File: config.mk
export PLATFORM = sky130hd
export DESIGN_NAME = gpr_port_arbiter
export DESIGN_NICKNAME = d
export VERILOG_FILES = /design/src/rtl/gpr_port_arbiter.sv
export SDC_FILE = /design/constraint.sdc
export NUM_CORES = 1
export LEC_CHECK = 0
export CAP_MARGIN = 15
export CORE_AREA = 4 4 83 85
export DETAILED_ROUTE_END_ITERATION = 8
export DIE_AREA = 0 0 87 89
export PLACE_DENSITY_LB_ADDON = 0.1
export SYNTH_ARGS = -nofsm -noshare
export SYNTH_HDL_FRONTEND = slang
export SYNTH_SLANG_ARGS = --single-unit
File: constraint.sdc
create_clock -name clk -period 2.1 [get_ports clk]
set_input_delay 0.42 -clock clk [delete_from_list [all_inputs] [get_ports clk]]
set_output_delay 0.42 -clock clk [all_outputs]
set_load 0.01 [all_outputs]
File: src/rtl/gpr_port_arbiter.sv
// gpr_port_arbiter
//   Owns the single write port and bank-select lines of the 4-bank GPR file.
//   Two write requesters (writeback "wb" and load/trap return "ld") share the
//   port under round-robin arbitration. Bank switches are sequenced so that a
//   switch never lands in the same cycle as a write, and a pending switch can
//   only be deferred by STARVE_MAX granted writes before it takes priority.
//
// Ports
//   clk, rst                  clock (rising edge), synchronous active-high reset
//   wb_valid/addr/data/ready  writeback write request and its acceptance
//   ld_valid/addr/data/ready  load/trap write request and its acceptance
//   sw_req, sw_bank, sw_ack   bank-switch request, target bank, applied pulse
//   rf_d_in, rf_addr          registered write data/address to the register file
//   rf_file_sel, cur_bank     registered active bank (always equal)
//   rf_rw                     registered 1 = read, 0 = write
module gpr_port_arbiter #(
   parameter int unsigned DATA_W     = 32,
   parameter int unsigned ADDR_W     = 5,
   parameter int unsigned STARVE_MAX = 4
) (
   input  logic              clk,
   input  logic              rst,
   input  logic              wb_valid,
   input  logic [ADDR_W-1:0] wb_addr,
   input  logic [DATA_W-1:0] wb_data,
   output logic              wb_ready,
   input  logic              ld_valid,
   input  logic [ADDR_W-1:0] ld_addr,
   input  logic [DATA_W-1:0] ld_data,
   output logic              ld_ready,
   input  logic              sw_req,
   input  logic [1:0]        sw_bank,
   output logic              sw_ack,
   output logic [DATA_W-1:0] rf_d_in,
   output logic [ADDR_W-1:0] rf_addr,
   output logic [1:0]        rf_file_sel,
   output logic              rf_rw,
   output logic [1:0]        cur_bank
);

   localparam int unsigned StarveW = 4;

   typedef enum logic [1:0] {StIdle, StPend, StSwitch} state_e;

   state_e              state_q;
   logic                rr_ld_q;     // 1: ld wins the next tie
   logic [StarveW-1:0]  starve_q;
   logic [1:0]          bank_q;
   logic                sw_ack_q;
   logic                rf_rw_q;
   logic [ADDR_W-1:0]   rf_addr_q;
   logic [DATA_W-1:0]   rf_d_q;

   logic switch_now;
   logic new_req;
   logic any_valid;
   logic grant_wb;
   logic grant_ld;

   always_comb begin
      // A starved pending switch is applied directly from PEND, so that cycle
      // acts as the switch cycle itself.
      switch_now = (state_q == StSwitch) ||
                   ((state_q == StPend) && (starve_q == StarveW'(STARVE_MAX)));
      // sw_req is still high in the ack cycle; it only counts as new afterwards.
      new_req    = sw_req && !sw_ack_q;
      any_valid  = wb_valid || ld_valid;
      grant_wb   = 1'b0;
      grant_ld   = 1'b0;
      if (!rst && !switch_now) begin
         if (wb_valid && ld_valid) begin
            grant_ld = rr_ld_q;
            grant_wb = !rr_ld_q;
         end else begin
            grant_wb = wb_valid;
            grant_ld = ld_valid;
         end
      end
   end

   always_ff @(posedge clk) begin
      if (rst) begin
         state_q   <= StIdle;
         rr_ld_q   <= 1'b0;
         starve_q  <= '0;
         bank_q    <= 2'd0;
         sw_ack_q  <= 1'b0;
         rf_rw_q   <= 1'b1;
         rf_addr_q <= '0;
         rf_d_q    <= '0;
      end else begin
         sw_ack_q <= 1'b0;
         rf_rw_q  <= 1'b1;
         if (grant_wb) begin
            rf_rw_q   <= 1'b0;
            rf_addr_q <= wb_addr;
            rf_d_q    <= wb_data;
            rr_ld_q   <= 1'b1;
         end else if (grant_ld) begin
            rf_rw_q   <= 1'b0;
            rf_addr_q <= ld_addr;
            rf_d_q    <= ld_data;
            rr_ld_q   <= 1'b0;
         end

         if (switch_now) begin
            // No grant this cycle, so the bank change cannot meet a write.
            bank_q   <= sw_bank;
            sw_ack_q <= 1'b1;
            starve_q <= '0;
            state_q  <= StIdle;
         end else begin
            case (state_q)
               StIdle: begin
                  if (new_req) begin
                     if (any_valid) begin
                        state_q  <= StPend;
                        starve_q <= StarveW'(1);
                     end else begin
                        state_q <= StSwitch;
                     end
                  end
               end
               StPend: begin
                  if (!any_valid) begin
                     state_q <= StSwitch;
                  end else begin
                     starve_q <= starve_q + StarveW'(1);
                  end
               end
               default: state_q <= StIdle;
            endcase
         end
      end
   end

   assign wb_ready    = grant_wb;
   assign ld_ready    = grant_ld;
   assign sw_ack      = sw_ack_q;
   assign rf_d_in     = rf_d_q;
   assign rf_addr     = rf_addr_q;
   assign rf_rw       = rf_rw_q;
   assign rf_file_sel = bank_q;
   assign cur_bank    = bank_q;

endmodule

Word-level counts from Yosys, hierarchy flattened. Cells that the tools add are included.

Add/subtract/negate cells: 1. Multiply operators: 0. Divide/modulo/power cells: 0. Order comparisons: 0. Equal/unequal tests: 7. Shift operators: 0. Mux-type cells: 21. Bitwise operators: 0. Reduce and logical (&&, ||, !) cells: 16.

Operators with widths (number): $mux 32 (2); $mux 4 (3); $mux 5 (2); $mux 1 (9); $ne 2x2->1 const B (4); $pmux 4 s2 (1); $mux 2 (3); $add 4x1->4 const B (1); $eq 4x3->1 const B (1); $logic_and 1x1->1 (4); $logic_not 1->1 (4); $pmux 2 s2 (1); $reduce_and 4->1 (1); $reduce_bool 2->1 (2); $eq 2x1->1 const B (1); $eq 2x2->1 const B (1); $logic_not 2->1 (1); $logic_or 1x1->1 (2); $reduce_and 2->1 (1); $reduce_or 2->1 (1).

Bits in registers: 48. Latch bits: 0. Bits in writable memories: 0. Bits in read-only memories: 0. Bits of input ports: 81. Output and inout port bits: 45. Word-level logic and storage cells: 53. Memories kept: 0.

Longest topological paths before layout. Gate-level depths: netlist of the first run.

Depth after elaboration: 8. Gate-level depth with buffers: 8. Gate-level depth less buffers: 6.

Worst setup path before layout of the first run. OpenSTA, ideal clock, no wires.

Kind: reg-to-output. Start: register starve_q[0]. End: output port wb_ready. Data arrival time: 1322 ps. Data required time: 1680 ps. Setup slack: 358 ps. Cell stages (with the launch flop): 8. Cell sequence: dfxtp_1 inv_1 ha_1 nand3b_1 o21ai_2 or2_1 buf_2 nor2b_1.

Word-level cells in the longest chain between the ends: 6.

Ends and longest elaborated chain: start: declaration (line 47) `logic [StarveW-1:0] starve_q;`; start signal: assignment (line 118) `starve_q <= StarveW'(1);`; start signal: assignment (line 128) `starve_q <= starve_q + StarveW'(1);`; $eq 4x3->1 (line 64) `((state_q == StPend) && (starve_q == StarveW'(STARVE_MAX)));`; $logic_and 1x1->1 (line 64); $logic_or 1x1->1 (line 63) `switch_now = (state_q == StSwitch) ||`; $logic_not 1->1 (line 70) `if (!rst && !switch_now) begin`; $logic_and 1x1->1 (line 70); $mux 1 (line 70); end: declaration (line 26) `output logic wb_ready,`.

No other way between the ends.

Worst setup path in the final report of the first run. Ends and elaborated chain as after synthesis.

==> results of run 1 <==
sequential cells by signal (all words and copies together) (netlist names):
signal,count
state_q,2
rf_d_in,32
rf_addr,5
sw_ack,1
rf_rw,1
cur_bank,2
starve_q,4
rr_ld_q,1
worst reg2reg max path, cell delays in order, from the launching register on:
cell and delay, ns:
dfxtp_1 0.33, inv_1 0.05, ha_1 0.20, nand3b_1 0.13, buf_4 0.13, o221a_4 0.21
buf_4 0.19, nor2_1 0.06, a211oi_1 0.26
where the power goes:
group | internal [mW] | total [mW] | switching [mW]
Sequential | 0.986 | 1.02 | 0.0373
Combinational | 0.391 | 0.655 | 0.264
Clock | 0.215 | 0.496 | 0.281
cells by family (layout without fill, tap and decap cells):
group	count (synthesis)	after routing	synth area share, %
compound gates	50	50	22.4
fa+ha+maj	2	2	1.05
buf+inv	26	152	8.12
simple gates	60	60	11.0
flops	48	48	40.5
mux	40	40	16.9
metal layers:
layer,vias to the layer above,track usage [%]
met5,-,0
met4,0,4.67
met3,4,5.44
met2,67,27.1
met1,940,18.5
li1,1050,-
worst paths after layout:
| kind | endpoint | slack (ns) | cells past startpoint |
|---|---|---|---|
| setup / recovery | wb_ready | 0.12 | 7 |
| hold / removal | starve_q[3] | 0.47 | 1 |
| setup reg to reg | rf_d_in[2] | 0.44 | 8 |
| hold reg to reg | starve_q[3] | 0.47 | 1 |
stage by stage:
step / setup TNS, ns / hold WS, ns / total power, mW / area, um2 / std cells
after detailed placement: -1.27 / 0.459 / 1.71 / 3710 / 424
after global routing: 0 / 0.511 / 2.29 / 3770 / 429
after global placement: -0.736 / 0.459 / 1.70 / 3710 / 424
after floorplan: 0 / 0.428 / 1.36 / 2370 / 226
final: 0 / 0.470 / 2.17 / 3770 / 429
after CTS: 0 / 0.472 / 2.20 / 3760 / 429
final cells by class:
class                           count  area, um2  share of cell area [%]
Sequential cell                    48        961                    25.5
Tap cell                           77       96.3                    2.56
Multi-Input combinational cell    152       1240                    32.9
Timing Repair Buffer              141       1380                    36.6
Clock buffer                        5       68.8                    1.83
Inverter                            6       22.5                   0.597
what timing repair did:
action,4_1_cts,5_1_grt
endpoints found under the setup margin,2,1
gates resized for setup,8,2
gates cloned,0,0
pin swaps,1,1
cell usage after synthesis, types with 2 or more instances:
| library cell | instances |
|---|---|
| or3_1 | 2 |
| a211oi_2 | 33 |
| dfxtp_1 | 48 |
| ha_1 | 2 |
| nor2_1 | 47 |
| o21ai_0 | 4 |
| buf_6 | 5 |
| nor3_1 | 2 |
| buf_12 | 2 |
| nor2b_1 | 3 |
| a211oi_1 | 5 |
| clkbuf_1 | 5 |
| nand2b_1 | 2 |
| inv_1 | 5 |
| mux2i_1 | 39 |
| a21oi_1 | 3 |
| buf_2 | 2 |
| buf_4 | 5 |
==> flow_summary.yaml, run 1 <==
status:
  outcome: "finished clean"
synthesis:
  synth.top_cell.area_share_pct: 40.5
  ys_async_sr_fraction_pct: 0
  yosysUniqueCellTypes: 30
  synth_area_per_cell_um2: 10.5
  ys.flop_type: "dfxtp_1"
  synth_fp_nets: 309
  synthCells: 226
  synth_top_area_cell: "dfxtp_1"
  synth_area_leaders: "dfxtp_1 41%, a211oi_2 17%, mux2i_1 16%"
  ys_seq_area_share_pct: 40.5
  synth-seq-cells: 48
  synth-edff-count: 0
  netlist_area_um2: 2370
  ys.warnings.count: 0
drt:
  drc: 0
  routedWlPerCell_um: 14.4
  dr.max_layer_used: "met4"
  wl_met3_um: 524
  met1_length_mm: 2.60
  drtIter0Drc: 49
  ant_nets: 0
  first_pass_iters: 4
  wirelength_mm: 6.17
  vias: 2061
  wl_met2_mm: 3.01
  vias_per_cell: 4.80
setup_path:
  critPathMaxStageDelay_ns: 0.33
  critPathKind: "flip-flop to output pin"
  crit_path_end_kind: "output pin"
  path_cells: "inv_1 -> ha_1 -> nand3b_1 -> o21ai_2 -> or2_4 -> nor2b_1 -> buf_2"
  crit_fanout: 3
  crit_buf_inv: 2
  path_delay_family: "simple AND/OR/NAND/NOR gates"
  slowest_stage: "dfxtp_1"
  startpoint_type: "flip-flop"
  worstPathArrival_ns: 1.56
  required_ns: 1.68
  regToRegStartpoint: "starve_q[0]"
  cp-startpoint: "starve_q[0]"
timing:
  drv_slew: 0
  layout_setup_ws_ns: 0.115
  fmax_mhz: 504
  maxSlewHeadroom_pct: 57.2
  setup_viol: 0
  period_share_pct: 94.5
  skew_ns: 0.00334
  min_period_ns: 1.98
  tightest_slew_ns: 0.642
  finalHoldViolations: 0
  rsz0062_at_grt: "false"
layout:
  diodes: 0
  nFillCells: 542
  nets: 437
  layout_commonest_cell: "clkdlybuf4s50_1"
  areaGrowthSynthToFinish_pct: 58.9
  final_cell_mix: "122 x clkdlybuf4s50_1, 48 x dfxtp_1, 46 x nor2_1"
  postLayoutCoreUtil_pct: 60.8
  drive_above_1_share_pct: 18.5
min_path:
  hp-class: "flip-flop to flip-flop"
  hold_path.startpoint: "starve_q[3]"
clock_tree:
  cts_num_sinks: 48
  path_clk_slew_ns: 0.08
  clock_path_buffers: 2
  cts_root_buf: "clkbuf_8"
  cts_tree: "done"
  cts-hold-fix-buffers: 0
  cts_made_buffers: 5
  clk_latency_ns: 0.29
  post_cts_buffers: 0
  htree_levels: 2
floorplan:
  fp.dieW_um: 87
  core_um2: 6200
  dieArea_um2: 7740
  io_pins: 126
  start_util_pct: 38.2
  rows: 29
  dieHeight_um: 89
flow_run:
  drv_cap: 0
global_route:
  grt_pass1_vias: 1997
  grt_max_degree: 43
  grt_antenna_before_repair: 0
  grt_pass1_wl_mm: 9.49
  grtUsageTotal_pct: 15.7
  grt_overflow_total: 0
pwr:
  p_per_area_nw_per_um2: 577
  irDropWorstVdd_mv: 0.365
  leakagePower_nw: 1.48
placement:
  port_buffers: 125
  dpl_worst_slack_ns: -0.0940
  gp_congestion: 0.813
  place_hpwl_mm: 4.72
(Power assumes the default switching activity.)
==> run 2: changes to the inputs <==
- CORE_AREA: 4 4 83 85 -> 4 4 106 68
- DIE_AREA: 0 0 87 89 -> 0 0 110 72
==> run 2 against run 1 <==
Effect of this change:
- global-route usage is 1.1 points lower
- non-clock buffer count is 4 lower
- via count is 1.1% lower
- final cell count is 2.1% higher
- sequential share of layout area is 0.068 points lower
- utilization is 1.2 points lower
- maximum frequency is 0.66% higher
- clock-buffer cell count is 3 higher
- register-to-register slack better by 0.09 ns
- routed wire length is 3.6% lower
- largest power group unchanged
- highest routed layer unchanged
==> flow_summary.yaml, run 2 (synthesis gave the netlist of run 1 again) <==
status:
  outcome: "finished clean"
drt:
  wirelength_mm: 5.95
  routedWlPerCell_um: 13.6
  ant_nets: 0
  drtIter0Drc: 41
  drc: 0
  vias: 2039
  vias_per_cell: 4.66
  first_pass_iters: 4
pwr:
  internal-power_mw: 1.64
  power_mw: 2.23
  leakagePower_nw: 1.48
  power.switching_mw: 0.590
  pwr-share-seq_pct: 45.9
  p_per_area_nw_per_um2: 590
  comb_power_share_pct: 29.1
  irDropWorstVdd_mv: 0.330
  swShare_pct: 26.4
  p_clk_share_pct: 25.0
timing:
  maxSlewHeadroom_pct: 57.2
  drv_slew: 0
  tightest_slew_ns: 0.642
  finalHoldViolations: 0
  skew_ns: 0.00538
  min_period_ns: 1.97
  rsz0062_at_grt: "false"
  layout_setup_ws_ns: 0.128
  period_share_pct: 93.9
  setup_viol: 0
  fmax_mhz: 507
layout:
  nets: 433
  layout_commonest_cell: "clkdlybuf4s50_1"
  drive_above_1_share_pct: 17.7
  diodes: 0
  final_cell_mix: "122 x clkdlybuf4s50_1, 47 x nor2_1, 47 x dfxtp_1"
  fin_area_um2: 3780
  largest_reg_flops: 32
  areaGrowthSynthToFinish_pct: 59.5
  fin_cells: 438
clock_tree:
  clk_latency_ns: 0.29
  cts-hold-fix-buffers: 0
  htree_levels: 2
  path_clk_slew_ns: 0.09
  cts_root_buf: "clkbuf_8"
  cts_made_buffers: 5
  cts_tree: "done"
  clock_path_buffers: 2
  cts_num_sinks: 48
min_path:
  hp-class: "flip-flop to flip-flop"
setup_path:
  r2r_end: "rf_d_in[2]"
  crit_path_end: "wb_ready"
  crit_fanout: 3
  path_cells: "inv_1 -> ha_1 -> nand3b_1 -> o21ai_2 -> or2_4 -> nor2b_1 -> buf_2"
  reg2reg_depth: 7
  regToRegStartpoint: "starve_q[0]"
  cp-startpoint: "starve_q[0]"
  critPathMaxStageDelay_ns: 0.33
  crit_path_end_kind: "output pin"
  required_ns: 1.68
  crit_buf_inv: 2
  critPathKind: "flip-flop to output pin"
  reg2reg_slack_ns: 0.53
  worstPathArrival_ns: 1.55
  crit_cells: 7
  startpoint_type: "flip-flop"
  path_delay_family: "simple AND/OR/NAND/NOR gates"
  slowest_stage: "dfxtp_2"
placement:
  port_buffers: 125
  placed_cell_area_um2: 3700
  dpl_worst_slack_ns: -0.125
  dp.cells: 430
  place_hpwl_mm: 4.48
  gp_congestion: 0.801
global_route:
  grt_max_degree: 45
  grt_overflow_total: 0
  grtUsageTotal_pct: 14.6
  grt_pass1_vias: 1973
  grt_antenna_before_repair: 0
  grt_pass1_wl_mm: 9.20
floorplan:
  rows: 23
  dieArea_um2: 7920
  core_um2: 6360
  dieHeight_um: 72
  start_util_pct: 37.3
  io_pins: 126
  fp.dieW_um: 110
flow_run:
  drv_cap: 0
run 2: cell count changes in the layout (fill, tap and decap cells not counted):
| cell | delta |
|---|---|
| nor2_1 | +1 |
| dfxtp_2 | +1 |
| clkbuf_8 | +1 |
| buf_4 | -5 |
| buf_12 | +1 |
| dfxtp_1 | -1 |
| nor2_2 | -1 |
| clkbuf_1 | +2 |
run 2: power groups by stage:
| stage | sequential (mW) | combinational (mW) | clock (mW) |
|---|---|---|---|
| 2_1_floorplan | 1.08 | 0.286 | 0 |
| 3_3_place_gp | 1.04 | 0.654 | 0 |
| 3_5_place_dp | 1.05 | 0.659 | 0 |
| 4_1_cts | 1.03 | 0.660 | 0.576 |
| 5_1_grt | 1.04 | 0.701 | 0.617 |
| 6_report | 1.03 | 0.650 | 0.559 |
run 2: routing by layer:
metal	track usage [%]	vias up	wire length (um)
met1	18.4	913	2660
li1	-	1047	-
met4	2.90	0	24
met3	6.31	2	733
met2	23.5	77	2530
met5	0	-	0
run 2: through the flow:
stage	utilization, %	TNS [ns]	hold slack [ns]
floorplan	-	0	0.428
global placement	58.2	-0.104	0.453
detailed placement	58.2	-0.155	0.447
CTS	59.6	0	0.467
global route	59.5	0	0.502
finish	59.5	0	0.468
run 2: final cells by class:
cell class              instances  area [um2]
fillers                       558        2570
repair buffers                137        1360
multi-input cells             152        1240
flip-flops and latches         48         962
well taps                      87         109
clock buffers                   8        90.1
inverters                       6        22.5
run 2: worst min-delay path by stage:
stage / from / cells past startpoint / endpoint / slack, ns
after floorplan: starve_q[3] / 1 / starve_q[3] / 0.43
after global placement: starve_q[3] / 1 / starve_q[3] / 0.45
after detailed placement: starve_q[3] / 1 / starve_q[3] / 0.45
after CTS: starve_q[3] / 1 / starve_q[3] / 0.47
after global routing: starve_q[3] / 1 / starve_q[3] / 0.50
final: starve_q[3] / 1 / starve_q[3] / 0.47
run 2: worst reg2reg max path, delay by kind of cell, from the launching register on:
kind                       cells  cell delay (ns)
adders and majority gates      1             0.19
and+or+nand+nor                2             0.21
buffers and inverters          2             0.29
AOI/OAI and AO/OA              2             0.47
DFF                            1             0.33
run 2: repair_timing:
action | 4_1_cts | 5_1_grt
gates cloned | 0 | 0
setup endpoints to repair | 2 | 2
gates resized for setup | 7 | 3
pin swaps | 0 | 0
buffers inserted | 0 | 0
==> run 3: changes to the inputs <==
- CORE_AREA: 4 4 106 68 -> 4 4 64 111
- DIE_AREA: 0 0 110 72 -> 0 0 68 115
==> run 3 against run 2 <==
Effect of this change:
- setup slack better by 0.0074 ns
- flip-flop and latch count unchanged
- clock power grew 5.7%
- highest routed layer unchanged
- clock skew down 0.0026 ns
- first-iteration DRC count is 98% higher
- total power rose by 1.5%
- via count is 2.4% higher
- sequential share of layout area is 0.059 points lower
- maximum frequency grew 0.38%
- largest power group unchanged
- global-route usage increased by 1.1 points
- clock-buffer cell count shrank 1
==> flow_summary.yaml, run 3 (synthesis gave the netlist of run 1 again) <==
status:
  outcome: "finished clean"
clock_tree:
  path_clk_slew_ns: 0.08
  cts-hold-fix-buffers: 0
  cts_root_buf: "clkbuf_8"
  clk_latency_ns: 0.30
  cts_tree: "done"
  clock_path_buffers: 2
  cts_made_buffers: 5
  post_cts_buffers: 0
  htree_levels: 2
  cts_num_sinks: 48
setup_path:
  startpoint_type: "flip-flop"
  critPathKind: "flip-flop to output pin"
  cp-startpoint: "starve_q[0]"
  crit_path_end: "wb_ready"
  r2r_end: "rf_d_in[12]"
  regToRegStartpoint: "starve_q[0]"
  worstPathArrival_ns: 1.54
  required_ns: 1.68
  crit_path_end_kind: "output pin"
  crit_fanout: 3
  reg2reg_slack_ns: 0.49
  reg2reg_depth: 8
timing:
  finalHoldViolations: 0
  skew_ns: 0.00275
  setup_viol: 0
  period_share_pct: 93.5
  drv_slew: 0
  maxSlewHeadroom_pct: 56.5
  rsz0062_at_grt: "false"
  min_period_ns: 1.96
  tightest_slew_ns: 0.652
  fmax_mhz: 509
drt:
  routedWlPerCell_um: 14.3
  first_pass_iters: 4
  drc: 0
  vias: 2087
  drtIter0Drc: 81
  vias_per_cell: 4.83
  ant_nets: 0
  wirelength_mm: 6.17
global_route:
  grtUsageTotal_pct: 15.7
  grt_antenna_before_repair: 0
  met2_usage_pct: 29.2
  top_usage_layer: "met2"
  met1_usage_pct: 16.3
  grt_max_degree: 43
  grt_pass1_wl_mm: 9.27
  grt_overflow_total: 0
  grt_pass1_vias: 1960
  use_met3_pct: 3.62
min_path:
  hp-class: "flip-flop to flip-flop"
pwr:
  pwr-share-seq_pct: 45.2
  swShare_pct: 26.4
  p_per_area_nw_per_um2: 597
  power.switching_mw: 0.598
  irDropWorstVdd_mv: 0.562
  internal-power_mw: 1.67
  leakagePower_nw: 1.49
  p_clk_share_pct: 26.1
  comb_power_share_pct: 28.7
floorplan:
  rows: 38
  io_pins: 126
  dieArea_um2: 7820
  fp.dieW_um: 68
  core_um2: 6180
  dieHeight_um: 115
  start_util_pct: 38.4
layout:
  diodes: 0
  nets: 435
  drive_above_1_share_pct: 19.3
  areaGrowthSynthToFinish_pct: 60.1
  fin_area_um2: 3800
  final_cell_mix: "122 x clkdlybuf4s50_1, 47 x nor2_1, 46 x dfxtp_1"
  fin_cells: 432
  largest_reg_flops: 32
  layout_commonest_cell: "clkdlybuf4s50_1"
placement:
  gp_congestion: 0.757
  port_buffers: 125
  place_hpwl_mm: 4.73
  dp.cells: 425
  placed_cell_area_um2: 3690
flow_run:
  drv_cap: 0
## run 3: changes by cell type in the layout (fill, tap and decap cells not counted), sizes merged
cell / before / now
clkbuf: 8 / 7
buf: 15 / 17
## run 3: routing by layer
layer | up-vias | routed length [um] | part of all wire (%)
met4 | 0 | 122 | 2.0
met5 | - | 0 | 0
met3 | 8 | 417 | 6.8
li1 | 1050 | - | -
met1 | 962 | 2160 | 35
met2 | 67 | 3460 | 56
## run 3: how the worst min path moves through the flow
stage,startpoint,to,slack (ns),cells past startpoint
after floorplan,starve_q[3],starve_q[3],0.43,1
after global placement,starve_q[3],starve_q[3],0.45,1
after detailed placement,starve_q[3],starve_q[3],0.45,1
after CTS,starve_q[3],starve_q[3],0.47,1
after global routing,starve_q[3],starve_q[3],0.49,1
final,starve_q[3],starve_q[3],0.47,1
## run 3: critical path, cell delays in order, from the launching register on
cell and delay, ns:
dfxtp_2 0.34, inv_2 0.05, ha_4 0.15, nand3b_1 0.12
o21ai_2 0.08, or2_1 0.26, nor2b_2 0.12, buf_2 0.13
## run 3: final cells by class
| type | instances | area [um2] |
|---|---|---|
| Sequential cell | 48 | 963 |
| Timing Repair Buffer | 139 | 1370 |
| Fill cell | 569 | 2380 |
| Inverter | 6 | 22.5 |
| Multi-Input combinational cell | 152 | 1250 |
| Tap cell | 80 | 100 |
| Clock buffer | 7 | 96.3 |
## run 3: per-stage QoR
| stage | TNS, ns | power, mW | util, % | setup WS (ns) | hold WS [ns] |
|---|---|---|---|---|---|
| after floorplan | 0 | 1.36 | - | 0.358 | 0.428 |
| after global placement | -3.22 | 1.70 | 59.8 | -0.162 | 0.445 |
| after detailed placement | -3.43 | 1.71 | 59.8 | -0.149 | 0.448 |
| after CTS | 0 | 2.31 | 61.2 | 0.0343 | 0.469 |
| after global routing | 0 | 2.40 | 61.5 | 0.00483 | 0.487 |
| final | 0 | 2.27 | 61.5 | 0.136 | 0.472 |
## run 3: power groups by stage
stage | registers [mW] | logic (mW) | clock network [mW]
2_1_floorplan | 1.08 | 0.286 | 0
3_3_place_gp | 1.04 | 0.652 | 0
3_5_place_dp | 1.05 | 0.660 | 0
4_1_cts | 1.03 | 0.660 | 0.623
5_1_grt | 1.04 | 0.703 | 0.657
6_report | 1.03 | 0.650 | 0.591
## run 3: what timing repair did
action,CTS,global route
setup endpoints to repair,2,2
cloned,0,0
resized for setup,9,5
pin swaps,0,2
